--- src/rtl/instr_fetch_unit.sv ---
// Instruction fetch stage: program counter, memory read handshake, instruction
// register, and valid/ready presentation of the decoded fields to the CPU.
module instr_fetch_unit #(
  parameter logic [11:0] RESET_PC = 12'h000
) (
  input  logic        clk,
  input  logic        reset,
  input  logic        halt,
  output logic        mem_rd,
  output logic [11:0] mem_addr,
  input  logic        mem_ack,
  input  logic [15:0] mem_rdata,
  output logic        out_valid,
  input  logic        out_ready,
  output logic        I,
  output logic [2:0]  opcode,
  output logic [11:0] IR_address,
  input  logic        redirect,
  input  logic [11:0] redirect_addr,
  output logic [11:0] pc
);

  typedef enum logic [1:0] {
    IDLE  = 2'd0,
    FETCH = 2'd1,
    HOLD  = 2'd2
  } state_t;

  state_t      state_q;
  logic [11:0] pc_q;
  logic [15:0] ir_q;
  logic        mem_rd_q;
  logic        out_valid_q;

  // mem_rd/out_valid are registered alongside the state so they always
  // equal the state decode without any input-to-output path.
  always_ff @(posedge clk or negedge reset) begin
    if (!reset) begin
      state_q     <= IDLE;
      pc_q        <= RESET_PC;
      ir_q        <= 16'h0000;
      mem_rd_q    <= 1'b0;
      out_valid_q <= 1'b0;
    end else if (redirect) begin
      // Redirect wins over any ack or acceptance in the same cycle.
      pc_q        <= redirect_addr;
      out_valid_q <= 1'b0;
      if (halt) begin
        state_q  <= IDLE;
        mem_rd_q <= 1'b0;
      end else begin
        state_q  <= FETCH;
        mem_rd_q <= 1'b1;
      end
    end else begin
      case (state_q)
        IDLE: begin
          if (!halt) begin
            state_q  <= FETCH;
            mem_rd_q <= 1'b1;
          end
        end
        FETCH: begin
          if (mem_ack) begin
            ir_q        <= mem_rdata;
            pc_q        <= pc_q + 12'd1;
            state_q     <= HOLD;
            mem_rd_q    <= 1'b0;
            out_valid_q <= 1'b1;
          end
        end
        HOLD: begin
          if (out_ready) begin
            out_valid_q <= 1'b0;
            if (halt) begin
              state_q <= IDLE;
            end else begin
              state_q  <= FETCH;
              mem_rd_q <= 1'b1;
            end
          end
        end
        default: begin
          state_q     <= IDLE;
          mem_rd_q    <= 1'b0;
          out_valid_q <= 1'b0;
        end
      endcase
    end
  end

  assign mem_rd     = mem_rd_q;
  assign mem_addr   = pc_q;
  assign out_valid  = out_valid_q;
  assign I          = ir_q[15];
  assign opcode     = ir_q[14:12];
  assign IR_address = ir_q[11:0];
  assign pc         = pc_q;

endmodule

--- config.mk ---
export PLATFORM = sky130hd
export DESIGN_NAME = instr_fetch_unit
export DESIGN_NICKNAME = d
export VERILOG_FILES = /design/src/rtl/instr_fetch_unit.sv
export SDC_FILE = /design/constraint.sdc
export NUM_CORES = 1
export LEC_CHECK = 0
export BUFFER_PORTS_ARGS = -buffer_cell sky130_fd_sc_hd__clkbuf_2
export CORE_MARGIN = 2
export CORE_UTILIZATION = 41
export DETAILED_ROUTE_END_ITERATION = 6
export PLACE_DENSITY_LB_ADDON = 0.15
export SETUP_SLACK_MARGIN = 0.2
export SLEW_MARGIN = 5
export SYNTH_ARGS = -nofsm -noshare
export SYNTH_HDL_FRONTEND = slang
export SYNTH_SLANG_ARGS = --single-unit
export TNS_END_PERCENT = 1
--- constraint.sdc ---
create_clock -name clk -period 1.55 [get_ports clk]
set_input_delay 0.31 -clock clk [delete_from_list [all_inputs] [get_ports clk]]
set_output_delay 0.31 -clock clk [all_outputs]
set_load 0.005 [all_outputs]
==> results.cfg <==
[floorplan]
start_util_pct = 42.84
rows = 22
die_h_um = 66.09
die_w_um = 66.09
dieArea_um2 = 4367
core_area_um2 = 3689
io_pins = 76

[hold_path]
hold_path_end = state_q[0]
min_path_cells = 2
hold_start = halt
min_path_type = in -> reg

[sta]
rsz0062_at_grt = yes
min_period_over_period_pct = 89.08
hold_ws_ns = 0.2247
hold_violations = 0
worstMarginPinSlew_ns = 0.4177
layout_min_cycle_time_ns = 1.381
finClkSkew_ns = 0.003298
setup_viol = 0
max_freq_ghz = 0.7243
drv_slew = 0
slew_headroom_pct = 72.15
setup_tns_ns = 0

[critical_path]
ff2ff_path_depth = 4
r2r_slack_ns = 0.18
required_ns = 1.24
end_kind = primary output
worstPathArrival_ns = 1.07
r2r-end = ir_q[8]
start_kind = flop
crit_type = reg -> out
crit_fanout = 3
rr_startpoint = state_q[1]

[finish]
n_fill_cell = 328
synthToLayoutAreaGrowth_pct = 42.60
drive_gt1_share_pct = 58.55
multi_input_area_um2 = 703.2
final-seq-area_um2 = 804.5
layout.nets = 268
diodes = 0

[clock_tree]
cts_root_buf = clkbuf_8
clk_path_buf_depth = 2
cts.sink_count = 32
cts_htree_levels = 2
clk_latency_ns = 0.28
clk_pin_slew_ns = 0.06
cts_buffers = 5
cts_tree = yes

[synth]
synthCells = 146
synth_area_leaders = dfrtp_1 (51%), mux2_2 (11%), buf_4 (5.7%)
synth-seq-area-share_pct = 50.67
ys_ff_latch = 32
synth_mux_area_share_pct = 12.03
synthXorXnorAreaFrac_pct = 6.097
synth_compound_area_share_pct = 7.284
synth_area_um2 = 1580
synth_top_area_share_pct = 50.67
synth_nets = 181
yosys.area.top_type = dfrtp_1
syn_area_per_cell_um2 = 10.82
yosys_warnings = 0
synth_top_family_by_area = simple AND/OR/NAND/NOR gates
synth_cell_types = 26
synth_simple_gate_area_share_pct = 14.33
synthAdderAreaFrac_pct = 0.7918

[detailed_routing]
first_iter_violations = 87
via_per_inst = 4.833
drc_errors = 0
ant_nets = 0
wirelength_um = 3488
vias = 1363
drtPass1Iterations = 4
post_drt_wl_per_cell_um = 12.37

[grt]
grt_pass1_wl_um = 5423
track_usage_pct = 16.53
grt_start_max_net_pins = 27
grt_antenna_before_repair = 0
grt_pass1_vias = 1219
globalRouteOverflowTotal = 0

[placement]
io_buffers = 75
gp_congestion = 0.8211
hpwlAfterDp_um = 2572

[power]
cellPowerDensity_nw_per_um2 = 1104
worst_ir_drop_vdd_v = 0.0006252
p_leak_nw = 1.101

[run_status]
status = finished clean

[flow_run]
maxCapViolCount = 0
-- repair_timing --
action / in CTS / in global routing
setup endpoints to repair: 6 / 26
gates resized for setup: 3 / 11
hold buffers: 1 / 0
hold endpoints to repair: 15 / 0
pin swaps: 1 / 3
setup buffers: 4 / 3
-- how the worst max path moves through the flow --
stage                           start           end  slack, ns  cells after the start
after floorplan           mem_addr[0]  mem_addr[11]       0.17                      4
after global placement    mem_addr[0]  mem_addr[10]       0.14                      5
after detailed placement  mem_addr[0]  mem_addr[10]       0.12                      5
after CTS                 mem_addr[0]  mem_addr[10]       0.16                      5
after global routing       state_q[1]   mem_addr[7]        0.1                      5
final                     mem_addr[0]   mem_addr[0]       0.17                      3
-- report_power, final --
group | switching, mW | internal, mW
logic | 0.270 | 0.362
registers | 0.0903 | 0.992
clock network | 0.297 | 0.476
-- Yosys cell counts --
cell and number:
xor2_1 1, or4_4 1, nor3_1 5, mux2_2 16, nand4_1 2, nor2b_1 1, o21ai_0 15, ha_1 1
a21oi_1 5, nand3_2 1, nor2_1 9, a221oi_2 1, buf_4 12, nand3b_1 1, mux2i_1 1, nor2_2 1
nand2_1 15, xnor2_1 10, buf_6 2, dfrtp_1 32, nor4_1 2, inv_1 4, clkbuf_1 3, or4b_2 1
nand3_1 3, nand3b_4 1
-- through the flow --
step	util, %	total power, mW	setup WS (ns)	cells	area [µm²]
2_1_floorplan	-	1.401	0.1721	146	1593
5_1_grt	61.09	2.644	0.09912	282	2253
4_1_cts	59.26	2.494	0.1559	279	2186
3_3_place_gp	54.82	1.671	0.1421	266	2022
6_report	61.09	2.488	0.1693	282	2253
3_5_place_dp	54.82	1.687	0.1174	266	2022
-- logic make-up after synthesis --
family          after synthesis
fa+ha+maj                     1
flops                        32
xor+xnor                     11
compound gates               21
simple gates                 43
buf+inv                      21
mux                          17
-- per-layer routing --
metal	global-route usage [%]	share of wire, %	vias to the layer above
met5	0	0	-
met3	3.918	6.2	8
met1	20.46	40	648
met2	27.00	52	47
met4	7.908	2.3	0
li1	-	-	660
-- state kept, by name, summed over array words and instances, names as in the netlist --
signal	flops
ir_q	16
mem_addr	12
mem_rd	1
out_valid	1
state_q	2
-- worst max-delay path, stage by stage (launching register included) --
cell and delay [ns]:
dfrtp_1 0.41, buf_4 0.15, buf_4 0.13, clkbuf_2 0.11
-- cell usage in the layout (no fill, tap or decap), types with 2 or more instances in the layout --
master	count
nor3_4	2
clkbuf_2	75
nand4_1	2
nor3_2	2
o21ai_0	14
nor2_1	8
inv_1	4
buf_4	19
nand3_1	3
dfrtp_2	3
dfrtp_1	29
nand2_1	15
nor4_2	2
mux2_2	16
xnor2_1	9
clkbuf_8	5
a21oi_1	5
-- final cells by class --
type                       count  area share, %
clock buffer                   6          3.220
clock inverter                 2          1.555
inverter                       4         0.6663
multi-input combinational     93          31.20
tap                           48          2.665
sequential                    32          35.70
timing repair buffer          97          24.99
Power figures use the tool's default switching activity.
